## src/rtl/scpu_wb_pkg.sv

```systemverilog
// Shared writeback-stage definitions for the SCPU: select encodings, control bit
// positions, the canonical bubble instruction and architectural sizes.
package scpu_wb_pkg;

    localparam int XLEN   = 32;
    localparam int NREGS  = 32;
    localparam int REG_AW = $clog2(NREGS);
    localparam int CTRL_W = 3;

    typedef enum logic [1:0] {
        WB_SEL_ALU = 2'b00,
        WB_SEL_MEM = 2'b01,
        WB_SEL_PC4 = 2'b10,
        WB_SEL_IMM = 2'b11
    } wb_sel_e;

    localparam int              WB_CTRL_REGWRITE = 0;
    localparam logic [XLEN-1:0] NOP_INST         = 32'h0000_0013;

    // Reset/flush inject exactly this pair; anything else is a real retirement.
    function automatic logic is_bubble(input logic [XLEN-1:0] inst,
                                       input logic [CTRL_W-1:0] ctrl);
        return (inst == NOP_INST) && (ctrl == '0);
    endfunction

endpackage

```

## src/rtl/wb_commit_unit_regfile_2r1w.sv

```systemverilog
// 32x32 integer register file: one write port, two combinational read ports,
// x0 hardwired to zero and same-cycle write-to-read bypass.
module regfile_2r1w
    import scpu_wb_pkg::*;
(
    input  logic              clk,
    input  logic              rst,
    input  logic              we_i,
    input  logic [REG_AW-1:0] waddr_i,
    input  logic [XLEN-1:0]   wdata_i,
    input  logic [REG_AW-1:0] raddr1_i,
    input  logic [REG_AW-1:0] raddr2_i,
    output logic [XLEN-1:0]   rdata1_o,
    output logic [XLEN-1:0]   rdata2_o
);

    logic [XLEN-1:0] regs_q [NREGS];

    // Entry 0 is cleared by reset and never written, so it stays a constant zero.
    always_ff @(posedge clk or posedge rst) begin
        if (rst) begin
            for (int i = 0; i < NREGS; i++) begin
                regs_q[i] <= '0;
            end
        end else if (we_i && (waddr_i != '0)) begin
            regs_q[waddr_i] <= wdata_i;
        end
    end

    logic [REG_AW-1:0] raddr [2];
    logic [XLEN-1:0]   rdata [2];

    assign raddr[0] = raddr1_i;
    assign raddr[1] = raddr2_i;

    // WB writes before ID reads, so a matching in-flight write wins over storage.
    // Reset forces zero so an in-flight bypass cannot leak while rst is held.
    generate
        for (genvar gi = 0; gi < 2; gi++) begin : g_rd_port
            always_comb begin
                rdata[gi] = regs_q[raddr[gi]];
                if (rst || (raddr[gi] == '0)) begin
                    rdata[gi] = '0;
                end else if (we_i && (raddr[gi] == waddr_i)) begin
                    rdata[gi] = wdata_i;
                end
            end
        end
    endgenerate

    assign rdata1_o = rdata[0];
    assign rdata2_o = rdata[1];

endmodule

```

## src/rtl/wb_commit_unit.sv

```systemverilog
// MEM/WB consumer: writeback select, register-file commit with ID read ports,
// and the retired-instruction counter. Define WB_TRACE_EN to add a commit trace port.
module wb_commit_unit
    import scpu_wb_pkg::*;
#(
    parameter int CNT_W = 64
) (
    input  logic                clk,
    input  logic                rst,
    input  logic [CTRL_W-1:0]   wb_ctrl,
    input  logic [XLEN-1:0]     wb_data_in,
    input  logic [XLEN-1:0]     wb_alu_result,
    input  logic [XLEN-1:0]     wb_imm,
    input  logic [XLEN-1:0]     wb_pc_out,
    input  logic [REG_AW-1:0]   wb_rd_addr,
    input  logic [XLEN-1:0]     wb_pc_addr0,
    input  logic [XLEN-1:0]     wb_inst,
    input  logic [REG_AW-1:0]   rs1_addr,
    input  logic [REG_AW-1:0]   rs2_addr,
    output logic [XLEN-1:0]     rs1_data,
    output logic [XLEN-1:0]     rs2_data,
    output logic [XLEN-1:0]     wb_write_data,
    output logic                wb_write_en,
    output logic [CNT_W-1:0]    instret
`ifdef WB_TRACE_EN
    ,
    output logic                trace_valid,
    output logic [XLEN-1:0]     trace_pc,
    output logic [XLEN-1:0]     trace_inst,
    output logic [REG_AW-1:0]   trace_rd,
    output logic [XLEN-1:0]     trace_wdata,
    output logic                trace_we
`endif
);

    wb_sel_e wb_sel;
    logic    retire;

    assign wb_sel = wb_sel_e'(wb_ctrl[2:1]);

    always_comb begin
        wb_write_data = wb_alu_result;
        unique case (wb_sel)
            WB_SEL_ALU: wb_write_data = wb_alu_result;
            WB_SEL_MEM: wb_write_data = wb_data_in;
            WB_SEL_PC4: wb_write_data = wb_pc_out;
            WB_SEL_IMM: wb_write_data = wb_imm;
            default:    wb_write_data = wb_alu_result;
        endcase
    end

    assign wb_write_en = wb_ctrl[WB_CTRL_REGWRITE] && (wb_rd_addr != '0);
    assign retire      = !is_bubble(wb_inst, wb_ctrl);

    regfile_2r1w u_regfile (
        .clk      (clk),
        .rst      (rst),
        .we_i     (wb_write_en),
        .waddr_i  (wb_rd_addr),
        .wdata_i  (wb_write_data),
        .raddr1_i (rs1_addr),
        .raddr2_i (rs2_addr),
        .rdata1_o (rs1_data),
        .rdata2_o (rs2_data)
    );

    // Wraps silently at 2^CNT_W.
    logic [CNT_W-1:0] instret_q;
    logic [CNT_W-1:0] instret_d;

    always_comb begin
        instret_d = instret_q;
        if (retire) begin
            instret_d = instret_q + CNT_W'(1);
        end
    end

    always_ff @(posedge clk or posedge rst) begin
        if (rst) begin
            instret_q <= '0;
        end else begin
            instret_q <= instret_d;
        end
    end

    assign instret = instret_q;

`ifdef WB_TRACE_EN
    logic              trace_valid_q;
    logic [XLEN-1:0]   trace_pc_q;
    logic [XLEN-1:0]   trace_inst_q;
    logic [REG_AW-1:0] trace_rd_q;
    logic [XLEN-1:0]   trace_wdata_q;
    logic              trace_we_q;

    // Snapshot of what committed on the previous edge; valid tracks the retire rule.
    always_ff @(posedge clk or posedge rst) begin
        if (rst) begin
            trace_valid_q <= 1'b0;
            trace_pc_q    <= '0;
            trace_inst_q  <= '0;
            trace_rd_q    <= '0;
            trace_wdata_q <= '0;
            trace_we_q    <= 1'b0;
        end else begin
            trace_valid_q <= retire;
            trace_pc_q    <= wb_pc_addr0;
            trace_inst_q  <= wb_inst;
            trace_rd_q    <= wb_rd_addr;
            trace_wdata_q <= wb_write_data;
            trace_we_q    <= wb_write_en;
        end
    end

    assign trace_valid = trace_valid_q;
    assign trace_pc    = trace_pc_q;
    assign trace_inst  = trace_inst_q;
    assign trace_rd    = trace_rd_q;
    assign trace_wdata = trace_wdata_q;
    assign trace_we    = trace_we_q;
`else
    logic unused_trace_pc;
    assign unused_trace_pc = ^wb_pc_addr0;
`endif

endmodule

```

## config.mk

```make
export PLATFORM = sky130hd
export DESIGN_NAME = wb_commit_unit
export DESIGN_NICKNAME = d
export VERILOG_FILES = /design/src/rtl/scpu_wb_pkg.sv /design/src/rtl/wb_commit_unit_regfile_2r1w.sv /design/src/rtl/wb_commit_unit.sv
export SDC_FILE = /design/constraint.sdc
export NUM_CORES = 2
export LEC_CHECK = 0
export BUFFER_PORTS_ARGS = -buffer_cell sky130_fd_sc_hd__buf_4
export CORE_AREA = 2 2 341 343
export DETAILED_ROUTE_END_ITERATION = 16
export DIE_AREA = 0 0 343 345
export GPL_TIMING_DRIVEN = 0
export PLACE_DENSITY = 0.67
export SYNTH_ARGS = -nofsm -noshare
export SYNTH_HDL_FRONTEND = slang
export SYNTH_SLANG_ARGS = --single-unit
```

## constraint.sdc

```tcl
create_clock -name clk -period 95.4 [get_ports clk]
set_input_delay 28.62 -clock clk [delete_from_list [all_inputs] [get_ports clk]]
set_output_delay 28.62 -clock clk [all_outputs]
set_load 0.005 [all_outputs]
```

# Word level (Yosys, flattened, before mapping)
# Cells that the tools add are included.
# word_totals
mem_count	0
ramBits	0
word_cells	74
out_inout_bits	161
in_bits	212
latchBits	0
rom_bits	0
reg_bits	1088
# classes
n_bitwise	3
shift	0
muxes	14
n_reduce_logical	13
div	0
n_mul	0
n_eq_ne	6
order_cmp	4
addsub	1
# op_table
operator	n
$bwmux W1024	1
$bmux W32 S5	2
$mux W32	9
$demux W32 S5	1
$pmux W32 S4	1
$add A64 B1 Y64 const B	1
$eq A32 B5 Y1 const B	1
$ge A6 B6 Y1 const B	3
$not A5 Y6	3
$eq A5 B5 Y1	2
$logic_not A5 Y1	2
$logic_and A1 B1 Y1	6
$lt A6 B1 Y1 const B	1
$reduce_bool A5 Y1	1
$eq A2 B2 Y1 const B	2
$logic_not A3 Y1	1
$eq A2 B1 Y1 const B	1
$logic_not A2 Y1	1
$logic_or A1 B1 Y1	2

# Depth between registers and ports, before layout
# depth
depth_word	6
ltp_mapped	12
depth_no_buf	6

# Modules after synthesis
# Synthesis repeated with hierarchy kept, for this count alone.
# hier_totals
hier_cells	4144
hier_area_um2	58961.5
# modules_own_cells
module	instances	cells_per_inst	area_each_um2	seq_area_each_um2
regfile_2r1w	1	3819	55147.9	25624.6
wb_commit_unit	1	325	3813.7	1601.5

# Worst setup path before layout
# OpenSTA, ideal clock, no wires.
# synth_path
kind	input to output
start	input rst
end	output rs2_data[10]
n_path_buf	1
required_time_ns	66.780
path_slack_ns	10.878
stages	6
arrival_time_ns	55.902
cell_sequence	inv_1 > nand2_1 > nor3_1 > clkbuf_1 > a22oi_1 > o31ai_1
# synth_between
elab_chain_len	2
# synth_rtl
item	line_no	source
start: declaration	wb_commit_unit.sv:9	input logic rst,
$logic_or A1 B1 Y1	wb_commit_unit_regfile_2r1w.sv:42	if (rst || (raddr[gi] == '0)) begin
$mux W32	wb_commit_unit_regfile_2r1w.sv:42	
end: declaration	wb_commit_unit.sv:21	output logic [XLEN-1:0] rs2_data,
# Every way passes these cells.

# Worst setup path after layout
# layout_path
start	input rs1_addr[1]
end	output rs1_data[10]
# layout_between
elab_chain_len	6
elab_cells_between_ends	10
cone_classes	1 x eq/ne; 5 x mux; 1 x bitwise; 3 x reduce/logical
# layout_rtl
item	line_no	source
start: declaration	wb_commit_unit.sv:18	input logic [REG_AW-1:0] rs1_addr,
$not A5 Y6 (not written as such)	wb_commit_unit_regfile_2r1w.sv:41	rdata[gi] = regs_q[raddr[gi]];
$bmux W32 S5	wb_commit_unit_regfile_2r1w.sv:41	
$mux W32 (not written as such) (2 in series)	wb_commit_unit_regfile_2r1w.sv:41	
$mux W32	wb_commit_unit_regfile_2r1w.sv:44	end else if (we_i && (raddr[gi] == waddr_i)) begin
$mux W32 (*)	wb_commit_unit_regfile_2r1w.sv:42	
end: declaration	wb_commit_unit.sv:20	output logic [XLEN-1:0] rs1_data,
# Mark *: on every way between the ends. The rest lies on a longest branch, timed or not. The select of a mux whose other input is x is not followed.

==> impl_metrics.csv <==
group,metric,value,unit
logic_synthesis,synthesis.area,56870,um2
sta,tightest_slew,1691,ps
setup_path,arrival,34430,ps
grt,gr-usage-met1,55.53,%
cts,clock-root-buffer,"clkbuf_16",
logic_synthesis,synth_edf_count,0,
cts,cts_num_sinks,1088,
setup_path,cp.required,66780,ps
logic_synthesis,ys_seq_area_share,47.87,%
cts,cts_buffers,116,
sta,setup_violations,0,
routing,drtAntennaViolNets,0,
finish,nNetsFinal,5915,
grt,grt_pass1_vias,49250,
setup_path,startpoint_type,"input pin",
run,maxCapViolCount,22,
grt,grt_max_degree,133,
finish,final_cell_mix,"nand2_1, dfrtp_1, o21ai_0, mux4_2, clkbuf_1",
sta,rsz0062_at_grt,"no",
logic_synthesis,syn_area_per_cell,10.86,um2
finish,final_common_cell,"nand2_1",
logic_synthesis,syn_inst,5237,
logic_synthesis,ys_warn_count,0,
logic_synthesis,syn_nets,5450,
routing,routedWlPerCell,36.45,um
grt,grt_use_met3,22.08,%
die,core,115100,um2
power,p_leak,28.88,nW
placed_design,dp_hpwl,195.4,mm
die,fp.dieW,343,um
setup_path,cpMostUsedCell,"clkbuf_1",
sta,setup_slack,32350,ps
logic_synthesis,synth_cell_types,48,
placed_design,globalplace.congestion,1.055,
finish,finish.utilization,57.18,%
sta,slew_headroom,-12.76,%
grt,grt_pass1_wl,371.0,mm
power,vdd_ir_drop_max,17.35,uV
routing,first_pass_iters,8,
die,io-pin-count,373,
setup_path,cpMaxStageDelayCell,"clkbuf_1",
sta,maxSlewViolCount,157,
sta,worst_clock_skew,9.091,ps
grt,grt-ovfl-total,0,
grt,grt_util_all_layers,45.01,%
setup_path,slowest_delay,1130,ps
grt,use_met2,60.67,%
placed_design,io_buffers,331,
routing,drtIter0Drc,7459,
cts,clockBufferDepth,3,
cts,htree_levels,3,
logic_synthesis,synth-seq-cells,1088,
sta,layout_min_cycle_time,63050,ps
cts,clkTransAtPathRegs,60,ps
routing,vias,50940,
die,num_rows,125,
hold_path,hp-class,"flip-flop to flip-flop",
cts,hold_buffers,0,
sta,fin_crit_sh,66.09,%
die,start_util,49.41,%
die,die_area,118300,um2
cts,clk-insertion-delay-late,760,ps
cts,cts_tree,"yes",
finish,syn_to_final_growth,15.73,%
logic_synthesis,synthFlopType,"dfrtp_1",
sta,fmax,15.86,MHz
setup_path,crit_type,"input pin to primary output",
run_status,run_status,"finished, violations left",
power,p_per_area,22.13,nW/um2
cts,post-cts-setup-buffers,0,
setup_path,endpoint_kind,"primary output",
grt,antenna_found_initial,18,
setup_path,crit_path_cell_trace,"clkbuf_1 > clkbuf_1 > buf_1 > clkbuf_1 > mux4_2 > a22oi_1 > o21ai_0 > a22oi_1 > o31ai_1 > buf_4",
run_status,failed_checks,"max-capacitance violations, max-slew violations",
logic_synthesis,async_flop_share,100.0,%
routing,vias_per_cell,6.935,
grt,busiest_layer,"met2",
sta,setup_tns,0,ps
finish,drive_gt1_share,19.51,%
routing,drc,0,
die,die-height,345,um
sta,hold_violations,0,
routing,totalWireLength,267.7,mm
placed_design,pre_cts_ws,32870,ps
cts,post_cts_resized,0,
setup_path,critPathMaxFanout,10,
-- state kept, by name (all words and copies together), names as in the netlist --
name,cells
u_regfile.regs_q,1024
instret,64
-- where the power goes --
part           internal, W  switching, W  total (W)
registers         0.000553     0.0000768   0.000630
logic             0.000146      0.000190   0.000336
clock network     0.000282      0.000209   0.000491
total             0.000981      0.000476    0.00146
-- synth_stat cells, types with 2 or more instances --
cell / instances / area share (%)
nand3_1: 24 / 0.21
and3_1: 47 / 0.52
clkinv_1: 3 / 0.020
or3_1: 2 / 0.022
clkbuf_1: 446 / 2.9
xor2_1: 28 / 0.43
nand2_1: 1158 / 7.6
o21ai_0: 1048 / 9.2
mux2_2: 33 / 0.65
nand4_1: 16 / 0.18
o31ai_1: 25 / 0.33
a221o_1: 4 / 0.070
nor3b_1: 4 / 0.053
dfrtp_1: 1088 / 48
xnor2_1: 44 / 0.68
nor4b_1: 2 / 0.031
or4_1: 2 / 0.026
nor3_1: 21 / 0.18
inv_1: 40 / 0.26
and3b_1: 3 / 0.046
buf_2: 30 / 0.26
and4_1: 9 / 0.14
nor4bb_1: 3 / 0.053
buf_1: 53 / 0.35
a221oi_1: 116 / 1.8
a211oi_1: 40 / 0.53
o21ai_1: 32 / 0.28
nor4_1: 7 / 0.077
nor2b_1: 3 / 0.033
buf_4: 13 / 0.17
nor2_1: 79 / 0.52
mux2i_1: 256 / 4.5
a22oi_1: 72 / 0.95
mux4_2: 472 / 19
-- cell families (layout without fill, tap and decap cells) --
group,after synthesis,count (layout),synth area share (%)
AOI/OAI and AO/OA,1339,1339,13.20
xor gates and xnor gates,73,73,1.137
adders and majority gates,1,1,0.02200
buffers and inverters,586,1155,4.033
DFF,1088,1088,47.87
muxes,761,761,23.85
other,0,15,0
and+or+nand+nor,1389,1389,9.889
-- final timing paths --
kind	startpoint	to	slack (ps)	depth (start not counted)
min	u_regfile.regs_q[1000]	u_regfile.regs_q[1000]	470	1
min in group asynchronous	rst	u_regfile.regs_q[848]	27900	2
max in group asynchronous	rst	u_regfile.regs_q[35]	65070	6
max	rs1_addr[1]	rs1_data[10]	32350	10
max reg2reg	instret[4]	instret[60]	92490	8
min reg2reg	u_regfile.regs_q[1000]	u_regfile.regs_q[1000]	470	1
-- worst max-delay path, delay by kind of cell --
kind	cells	cell delay [ps]
buffers and inverters	5	4030
AOI/OAI and AO/OA	4	1260
muxes	1	440
-- stage by stage --
stage,instance area [um2],hold slack (ps),total power (W),cells
after global placement,61270,457.6,0.0009360,7092
after CTS,65730,478.7,0.001431,7327
after global routing,65780,494.4,0.001497,7331
final,65820,474.4,0.001456,7345
after floorplan,56870,441.3,0.0008156,5237
after detailed placement,61630,467.8,0.0009499,7105
-- routing by layer --
metal	wire, um	part of all wire (%)	vias to the layer above
met4	23270	8.7	18
met3	43420	16	1083
met5	144	0.054	-
met2	108800	41	4212
met1	92090	34	25660
li1	-	-	19960
-- layout make-up --
| type | instances | area (um2) |
|---|---|---|
| clock buffer | 169 | 3423 |
| inverter | 43 | 168.9 |
| buffer | 543 | 2166 |
| fill | 10060 | 49290 |
| timing repair buffer | 347 | 2849 |
| sequential | 1088 | 27230 |
| multi-input combinational | 3563 | 27360 |
| tap | 1524 | 1907 |
| antenna | 15 | 37.54 |
| clock inverter | 53 | 679.4 |
No activity file was read; power rests on OpenSTA's default activity.
